**src/rtl/phase_timer.sv**
```systemverilog
// Per-phase dwell timer: counts the current phase's duration down and pulses expire
// when it runs out; sensor/emergency may cut green and left phases short.
module phase_timer #(
   parameter int CNT_W       = 28,
   parameter int T_GREEN     = 250000000,
   parameter int T_YELLOW    = 100000000,
   parameter int T_RED       = 50000000,
   parameter int T_LEFT      = 150000000,
   parameter int T_MIN_GREEN = 100000000
) (
   input  logic             clk,
   input  logic             resetn,
   input  logic [2:0]       phase,
   input  logic             sensor,
   input  logic             emergency,
   output logic             expire,
   output logic [CNT_W-1:0] remaining
);

   typedef enum logic [1:0] {
      S_LOAD = 2'd0,
      S_RUN  = 2'd1,
      S_HOLD = 2'd2
   } state_t;

   localparam logic [CNT_W-1:0] L_ONE   = CNT_W'(1);
   localparam logic [CNT_W-1:0] L_GREEN = CNT_W'(T_GREEN);
   localparam logic [CNT_W-1:0] L_YEL   = CNT_W'(T_YELLOW);
   localparam logic [CNT_W-1:0] L_RED   = CNT_W'(T_RED);
   localparam logic [CNT_W-1:0] L_LEFT  = CNT_W'(T_LEFT);
   // Sensor may only act once the minimum green has already elapsed.
   localparam logic [CNT_W-1:0] L_CUT   = CNT_W'(T_GREEN - T_MIN_GREEN);

   state_t           r_state;
   state_t           w_state_nxt;
   logic [CNT_W-1:0] r_remaining;
   logic [CNT_W-1:0] w_remaining_nxt;
   logic [2:0]       r_phase_q;
   logic [2:0]       w_phase_q_nxt;
   logic [CNT_W-1:0] w_reload;
   logic             w_is_green;
   logic             w_is_green_left;
   logic             w_cut;

   // Phase code low bits select the duration class: 00 green, 01 yellow, 10 red, 11 left.
   always_comb begin
      w_reload = L_GREEN - L_ONE;
      case (phase[1:0])
         2'd0:    w_reload = L_GREEN - L_ONE;
         2'd1:    w_reload = L_YEL - L_ONE;
         2'd2:    w_reload = L_RED - L_ONE;
         default: w_reload = L_LEFT - L_ONE;
      endcase
   end

   assign w_is_green      = (r_phase_q[1:0] == 2'd0);
   assign w_is_green_left = (r_phase_q[1] == r_phase_q[0]);
   assign w_cut = (r_remaining != '0) &&
                  ((emergency && w_is_green_left) ||
                   (sensor && w_is_green && (r_remaining < L_CUT)));

   assign expire    = (r_state == S_RUN) && (r_remaining == '0);
   assign remaining = r_remaining;

   always_comb begin
      w_state_nxt     = r_state;
      w_remaining_nxt = r_remaining;
      w_phase_q_nxt   = r_phase_q;
      case (r_state)
         S_LOAD: begin
            w_state_nxt     = S_RUN;
            w_remaining_nxt = w_reload;
            w_phase_q_nxt   = phase;
         end
         S_RUN, S_HOLD: begin
            if (phase != r_phase_q) begin
               w_state_nxt     = S_RUN;
               w_remaining_nxt = w_reload;
               w_phase_q_nxt   = phase;
            end else if (r_state == S_RUN) begin
               if (r_remaining == '0)
                  w_state_nxt = S_HOLD;
               else if (w_cut)
                  w_remaining_nxt = '0;
               else
                  w_remaining_nxt = r_remaining - L_ONE;
            end
         end
         default: begin
            w_state_nxt     = S_LOAD;
            w_remaining_nxt = '0;
         end
      endcase
   end

   always_ff @(posedge clk) begin
      if (!resetn) begin
         r_state     <= S_LOAD;
         r_remaining <= '0;
         r_phase_q   <= 3'd0;
      end else begin
         r_state     <= w_state_nxt;
         r_remaining <= w_remaining_nxt;
         r_phase_q   <= w_phase_q_nxt;
      end
   end

endmodule

```
**config.mk**
```make
export PLATFORM = sky130hd
export DESIGN_NAME = phase_timer
export DESIGN_NICKNAME = d
export VERILOG_FILES = /design/src/rtl/phase_timer.sv
export SDC_FILE = /design/constraint.sdc
export NUM_CORES = 1
export LEC_CHECK = 0
export CAP_MARGIN = 20
export CELL_PAD_IN_SITES_DETAIL_PLACEMENT = 2
export CELL_PAD_IN_SITES_GLOBAL_PLACEMENT = 2
export CORE_ASPECT_RATIO = 1.4
export CORE_UTILIZATION = 33
export DETAILED_ROUTE_END_ITERATION = 10
export MAX_ROUTING_LAYER = met4
export PLACE_DENSITY_LB_ADDON = 0.15
export RECOVER_POWER = 50
export SETUP_SLACK_MARGIN = 0.3
export SLEW_MARGIN = 0
export SYNTH_ARGS = -nofsm -noshare
export SYNTH_HDL_FRONTEND = slang
export SYNTH_SLANG_ARGS = --single-unit
```
**constraint.sdc**
```tcl
create_clock -name clk -period 5.8 [get_ports clk]
set_input_delay 1.16 -clock clk [delete_from_list [all_inputs] [get_ports clk]]
set_output_delay 1.16 -clock clk [all_outputs]
set_load 0.02 [all_outputs]
```
* Yosys cells after proc, flatten, opt, wreduce, memory -nomap -nowiden
Cells that the tools add are included.
Widths: inputs -> output; s select.
** Word-level totals
- Register bits after elaboration :: 33
- Bits of input ports :: 7
- Output and inout bits :: 29
- Word-level logic and storage cells :: 43
** Operators by class
- Add/subtract/negate cells :: 1
- $lt $le $gt $ge :: 1
- Equal/unequal tests :: 10
- Mux-type cells :: 12
- Reductions and logical operators :: 16
** Operators with widths (count)
- $mux 28 :: 4
- $pmux 28 s3 :: 1
- $pmux 28 s2 :: 1
- $logic_not 28->1 :: 1
- $lt 28x28->1 const B :: 1
- $reduce_bool 28->1 :: 1
- $sub 28x1->28 const B :: 1
- $ne 3x3->1 const B :: 3
- $logic_not 2->1 :: 3
- $mux 2 :: 3
- $pmux 3 s2 :: 1
- $reduce_and 2->1 :: 3
- $logic_and 1x1->1 :: 5
- $eq 2x1->1 const B :: 2
- $eq 2x2->1 const B :: 2
- $pmux 2 s2 :: 1
- $mux 3 :: 1
- $ne 3x3->1 :: 1
- $ne 2x2->1 const B :: 1
- $reduce_bool 2->1 :: 1
- $reduce_or 2->1 :: 1
- $eq 1x1->1 :: 1
- $logic_or 1x1->1 :: 1

* Longest topological paths before layout
Gate-level depths: netlist of the first run.
- Depth after elaboration :: 10
- Gate-level depth with buffers :: 11
- Depth with buffers taken out :: 9

* Least setup slack after synthesis of the first run
Ideal clock, no wire load.
- Kind :: in2reg
- Start :: input port phase[0]
- End :: register r_remaining[10], in the netlist remaining[10]
- Library setup time :: 0.070 ns
- Data arrival time :: 2.926 ns
- Required time :: 5.730 ns
- Slack :: 2.804 ns
- Stages on the path :: 7
- Path buffers :: 1
- Path through :: xor2_1 -> nor3_1 -> nand2_1 -> or4_1 -> clkbuf_2 -> or4_1 -> a21boi_1
** On the way
- Cells in the longest elaborated chain, start to end :: 3
- Elaborated cells on any way between the ends :: 6
- Classes of those cells :: eq/ne (3); mux (2); reduce/logical (1)
** RTL lines
- start, declared :: line 13 : input logic [2:0] phase,
- $ne 3x3->1 * :: line 76 : if (phase != r_phase_q) begin
- $mux 28 / $ne 3x3->1 (equally long branches)
- $pmux 28 s2 / $reduce_and 2->1 (equally long branches)
- end signal, assigned :: line 103 : r_remaining <= w_remaining_nxt;
- end, declared :: line 36 : logic [CNT_W-1:0] r_remaining;
Mark *: on every way between the ends. The rest lies on a longest branch, timed or not.
A chain may end at the register's enable or synchronous reset.

* Worst setup path after layout of the first run
- Start :: register r_remaining[0], in the netlist remaining[0]
- End :: output port expire
** On the way
- Cells in the longest elaborated chain, start to end :: 2
** RTL lines
- $logic_not 28->1 :: line 62 : assign expire = (r_state == S_RUN) && (r_remaining == '0);
- $logic_and 1x1->1 :: line 62
- end, declared :: line 16 : output logic expire,
Every way passes these cells.

==> results of run 1 <==
layout make-up:
type	instances	area share [%]
multi-input cells	257	55.07
flip-flops and latches	33	22.79
repair buffers	40	13.25
well taps	95	4.100
clock buffers	7	2.978
inverters	14	1.813
state kept, by name, summed over array words and instances, names as in the netlist:
register	cells
r_phase_q	3
remaining	28
r_state	2
worst max path at each step:
stage | endpoint | slack [ns] | from
2_1_floorplan | remaining[10] | 2.80 | phase[0]
3_3_place_gp | remaining[16] | 1.82 | phase[1]
3_5_place_dp | remaining[16] | 1.66 | phase[1]
4_1_cts | expire | 1.61 | remaining[0]
5_1_grt | expire | 1.38 | remaining[0]
6_report | expire | 1.62 | remaining[0]
kinds of logic after synthesis:
kind of cell | count (synthesis) | share of synthesized area (%)
AOI/OAI and AO/OA | 98 | 28.60
xor gates and xnor gates | 10 | 3.667
adders and majority gates | 12 | 6.286
buffers and inverters | 32 | 5.500
DFF | 33 | 27.66
and+or+nand+nor | 137 | 28.29
cells in the mapped netlist, types with 2 or more instances:
cell | count | share of area (%)
nor2_1 | 40 | 6.3
dfxtp_1 | 33 | 28
nand2_1 | 32 | 5.0
o21ai_0 | 21 | 4.4
inv_1 | 14 | 2.2
a21oi_1 | 13 | 2.7
clkbuf_1 | 13 | 2.0
ha_1 | 12 | 6.3
nor3_1 | 12 | 2.5
nand3_1 | 9 | 1.9
nor4_1 | 9 | 2.4
o211ai_1 | 8 | 2.5
o21a_1 | 7 | 2.2
xor2_1 | 7 | 2.6
a21boi_0 | 6 | 1.9
o31ai_1 | 6 | 1.9
or3_1 | 6 | 1.6
a31oi_1 | 5 | 1.3
a32o_1 | 5 | 2.1
nand4_1 | 5 | 1.3
nor2b_1 | 5 | 1.3
or4_1 | 5 | 1.6
a22o_1 | 3 | 1.1
nand2b_1 | 3 | 0.79
o41ai_1 | 3 | 1.1
xnor2_1 | 3 | 1.1
a211oi_1 | 2 | 0.63
a21o_1 | 2 | 0.63
a221oi_1 | 2 | 0.73
a32oi_1 | 2 | 0.73
buf_4 | 2 | 0.63
clkbuf_2 | 2 | 0.42
o31a_1 | 2 | 0.73
through the flow:
| stage | area (µm²) | hold slack [ns] | power, W | cells |
|---|---|---|---|---|
| finish | 2899 | 0.4850 | 0.0007490 | 446 |
| global route | 2899 | 0.5139 | 0.0007864 | 446 |
| CTS | 2903 | 0.4904 | 0.0007646 | 446 |
| detailed placement | 2816 | 0.4806 | 0.0005736 | 439 |
| global placement | 2816 | 0.4661 | 0.0005672 | 439 |
| floorplan | 2389 | 0.4528 | 0.0004544 | 322 |
metal layers:
metal	share of wire, %	vias up
met3	2.4	22
met5	0	-
li1	-	1242
met1	42	1322
met4	3.6	0
met2	52	54
worst reg2reg max path, stage by stage (launching register included):
cell	delay, ns
dfxtp_1	0.37
inv_1	0.08
ha_1	0.18
nor3b_1	0.48
nand4_1	0.44
o21a_1	0.38
nor2_2	0.40
buf_4	0.34
o21ai_0	0.28
nor4_1	0.37
where the power goes:
| part | switching [W] | internal, W | leakage, nW |
|---|---|---|---|
| sequential | 0.0000426 | 0.000252 | 0.274 |
| combinational | 0.000165 | 0.000102 | 0.754 |
| clock | 0.0000932 | 0.0000944 | 0.0443 |
| total | 0.000301 | 0.000448 | 1.07 |
==> impl_metrics.ini, run 1 <==
[finish]
syn_to_final_growth_pct = 21.37
drive_above_1_share_pct = 3.704
multiInputGateArea_um2 = 1597
fillers = 830
mostFrequentLayoutCells = nor2_1 (40), dfxtp_1 (33), nand2_1 (32)
diodes = 0
nets = 370
final_util_pct = 41.52
regArea_um2 = 660.6
layout_commonest_cell = nor2_1

[place]
gp_congestion = 0.8760
portBuffers = 35
dp_hpwl_um = 7393
place_ws_ns = 1.657

[floorplanning]
initial_core_util_pct = 34.21
coreArea_um2 = 6982
die_h_um = 102.7
rows = 36
ios = 36
die_area_um2 = 7587
die_w_um = 73.90

[drt]
avgRoutedWirePerCell_um = 21.86
drt-total-wl_um = 9748
vias_per_cell = 5.919
firstDrtPassIters = 4
drtIter0Drc = 92
drc = 0
vias = 2640
postRouteAntennaNets = 0

[synthesis]
ys_seq_area_share_pct = 27.66
yosys_warnings = 0
synth-main-ff-cell = dfxtp_1
synth_area_um2 = 2389
async_reset_ff_share_pct = 0
synth_seq_cells = 33
synth_cells = 322
avgSynthCellArea_um2 = 7.418
synth-edff-count = 0
synth.distinct_cells = 56
syn_nets = 341

[outcome]
status = finished, final reports clean

[sta]
setup_violations = 0
fin_setup_tns_ns = 0
tightest_slew_ns = 0.9915
finalHoldViolCount = 0
fin_ws_ns = 1.617
rsz0062_at_grt = no
slew_headroom_pct = 33.90
drv_slew = 0
period_minus_slack_ns = 4.183
fin_crit_sh_pct = 72.12
timing.fmax_mhz = 239.1
clock_skew_ns = 0.004129

[clocking]
root_buffer = clkbuf_8
hold_buffers = 0
cts_max_level = 2
cts_resized = 0
clk_path_buf_depth = 2
cts_tree = yes
clk_latency_ns = 0.29
clk_pin_slew_ns = 0.07
cts.sinks = 33
cts_buffers = 5
postCtsSetupRepairBufs = 0

[worst_setup_path]
slowest_delay_ns = 0.60
cp_data_required_time_ns = 4.64
slowest_stage = clkdlybuf4s50_1
cp-end-kind = output pin
worstPathMaxFanout = 7
arrival_ns = 3.02
worst-path-buf-inv = 2
crit_chain = inv_1, ha_1, nor3b_1, nand4_1, nor3_1, and2_1, clkdlybuf4s50_1
cp-start-kind = register
r2r_slack_ns = 2.38
worst-r2r-cell-count = 9
crit_cells = 7
r2r-end = remaining[16]
critPathKind = reg -> out
rr_startpoint = remaining[0]
critPathTopFamily = simple AND/OR/NAND/NOR gates

[global_route]
busiest_layer = met2
gr-usage-met2_pct = 49.72
use_met3_pct = 3.421
antenna_found_initial = 0
grt_pass1_vias = 2852
gr-usage-all-layers_pct = 28.13
grt_pass1_wl_um = 15310
grt_overflow = 0
grt_max_degree = 22
grtUsageMet1_pct = 30.46

[run]
maxCapViolCount = 0

[worst_hold_path]
hold_end = r_phase_q[2]
whs_path_depth = 2
hp-class = reg -> reg
hp-start = r_phase_q[2]

[power]
vdd_drop_max_uv = 98.56
power.leakage_nw = 1.071
powerDensity_nw_per_um2 = 258.4
Note: power is estimated with default switching activity, not from simulation.
==> inputs of run 2 (changes only) <==
- CORE_UTILIZATION: 33 -> 31
- clock period: 5.8 -> 3.9 ns (I/O delays scaled with it)
==> run 2 against run 1 <==
  * First-iteration DRC count is 61% higher
  * Global-route usage down 0.94 points
  * Wire length grew 5.9%
  * Hold slack better by 0.020 ns
  * Cell area is 4.0% higher
  * Clock skew is 0.0065 ns higher
  * Largest cell class unchanged
  * Combinational power rose by 56%
  * Via count up 4.9%
  * Non-clock buffer count up 9
  * Register-to-register slack lost 1.6 ns
  * Total power increased by 61%
  * Critical path type is now in -> reg
  * Critical path depth up 1
==> impl_metrics.ini, run 2 (synthesis gave the netlist of run 1 again) <==
[finish]
diodes = 0
final_util_pct = 40.71
drive_above_1_share_pct = 7.202
layout_commonest_cell = nor2_1
largest_reg_flops = 28
fillers = 890
multiInputGateArea_um2 = 1607
regArea_um2 = 660.6
syn_to_final_growth_pct = 26.24
final_area_um2 = 3015
mostFrequentLayoutCells = nor2_1 (40), dfxtp_1 (33), nand2_1 (32)
nets = 379

[worst_setup_path]
arrival_ns = 3.34
critPathTopFamily = simple AND/OR/NAND/NOR gates
cp_data_required_time_ns = 4.09
critPathKind = in -> reg
cp_common_cell = nor2_1
crit_path_start = phase[0]
r2r_slack_ns = 0.79
cp-end-kind = register
slowest_stage = or3_1
crit_chain = clkdlybuf4s50_1, xor2_1, or3_1, nor2_1, nand2_1, a31oi_1, nor2_1, o21a_1
cp-start-kind = primary input
rr_startpoint = remaining[0]
slowest_delay_ns = 0.58
worstPathMaxFanout = 12
worst-path-buf-inv = 1

[drt]
firstDrtPassIters = 4
drt-total-wl_um = 10330
avgRoutedWirePerCell_um = 22.55
postRouteAntennaNets = 0
drtIter0Drc = 148
vias_per_cell = 6.048
vias = 2770
drc = 0

[sta]
fin_setup_tns_ns = 0
setup_violations = 0
clock_skew_ns = 0.01065
drv_slew = 0
timing.fmax_mhz = 317.0
period_minus_slack_ns = 3.155
finalHoldViolCount = 0
tightest_slew_ns = 0.8311
fin_crit_sh_pct = 80.90
rsz0062_at_grt = no
slew_headroom_pct = 44.59

[power]
vdd_drop_max_uv = 155.4
p_seq_share_pct = 36.0
switching_share_pct = 38.57
intPower_w = 0.0007429
power.leakage_nw = 1.151
power_frac_comb_pct = 34.4
clockPowerShare_pct = 29.6
switchingPower_w = 0.0004665
powerDensity_nw_per_um2 = 401.1
power.total_w = 0.001209

[clocking]
clk_path_buf_depth = 2
cts_resized = 0
cts_tree = yes
cts_max_level = 2
hold_buffers = 0
cts.sinks = 33
cts_buffers = 5
clk_pin_slew_ns = 0.07
root_buffer = clkbuf_8
postCtsSetupRepairBufs = 0
clk_latency_ns = 0.30

[floorplanning]
ios = 36
die_h_um = 105.9
coreArea_um2 = 7407
initial_core_util_pct = 32.25
die_area_um2 = 8065
die_w_um = 76.19
rows = 37

[outcome]
status = finished, final reports clean

[global_route]
gr-usage-all-layers_pct = 27.19
grt_pass1_wl_um = 16250
grt_max_degree = 19
grt_pass1_vias = 2904
grt_overflow = 0
antenna_found_initial = 0

[worst_hold_path]
hp-start = r_phase_q[2]
hp-class = reg -> reg

[place]
dpl-instance-area_um2 = 2887
gp_congestion = 0.8698
dp_hpwl_um = 7728
portBuffers = 35

[run]
maxCapViolCount = 0
-- run 2: cell count changes in the layout (fill, tap and decap cells not counted) --
cell             before  now
dlymetal6s2s_1        0    1
clkinvlp_4            0    1
nor3_2                0    2
bufinv_16             0    1
clkdlybuf4s50_1       6    5
buf_4                 4   13
clkbuf_1              2    1
nor3_1               12   10
-- run 2: stage by stage --
stage,cells,worst slack [ns],hold WS [ns]
after floorplan,322,1.237,0.4528
after global placement,450,0.5839,0.4637
after detailed placement,450,0.4782,0.5072
after CTS,458,0.3023,0.5173
after global routing,458,0.5204,0.5476
final,458,0.7451,0.5045
-- run 2: final timing paths --
kind              cells past startpoint            end
setup / recovery                      8  remaining[18]
hold / removal                        2   r_phase_q[2]
setup reg to reg                     10   remaining[2]
hold reg to reg                       2   r_phase_q[2]
-- run 2: area by class of cell --
class / instances / share of cell area (%)
clock buffer: 6 / 2.739
clock inverter: 2 / 1.245
inverter: 14 / 1.743
multi-input combinational: 257 / 53.28
sequential: 33 / 21.91
tap: 97 / 4.025
timing repair buffer: 49 / 15.06
-- run 2: power groups by stage --
stage	clock (W)	sequential (W)	combinational (W)
after global routing	0.000377	0.000442	0.000449
after CTS	0.000371	0.000436	0.000426
final	0.000359	0.000435	0.000416
after floorplan	0	0.000458	0.000218
after detailed placement	0	0.000443	0.000422
after global placement	0	0.000441	0.000415
-- run 2: worst register-to-register path: cells and delay by family (launching register included) --
family | cells | cell delay, ns
AO/OA/AOI/OAI | 4 | 1.27
AND/OR/NAND/NOR | 3 | 0.82
flip-flops | 1 | 0.45
buffers and inverters | 2 | 0.24
adder cells (fa/ha/maj) | 1 | 0.23
-- run 2: per-layer routing --
metal | GRT usage, % | routed length, µm | share of wire [%]
met2 | 47.86 | 5352 | 52
met5 | - | 0 | 0
met3 | 3.463 | 504 | 4.9
met1 | 29.70 | 4020 | 39
met4 | 14.56 | 449 | 4.3
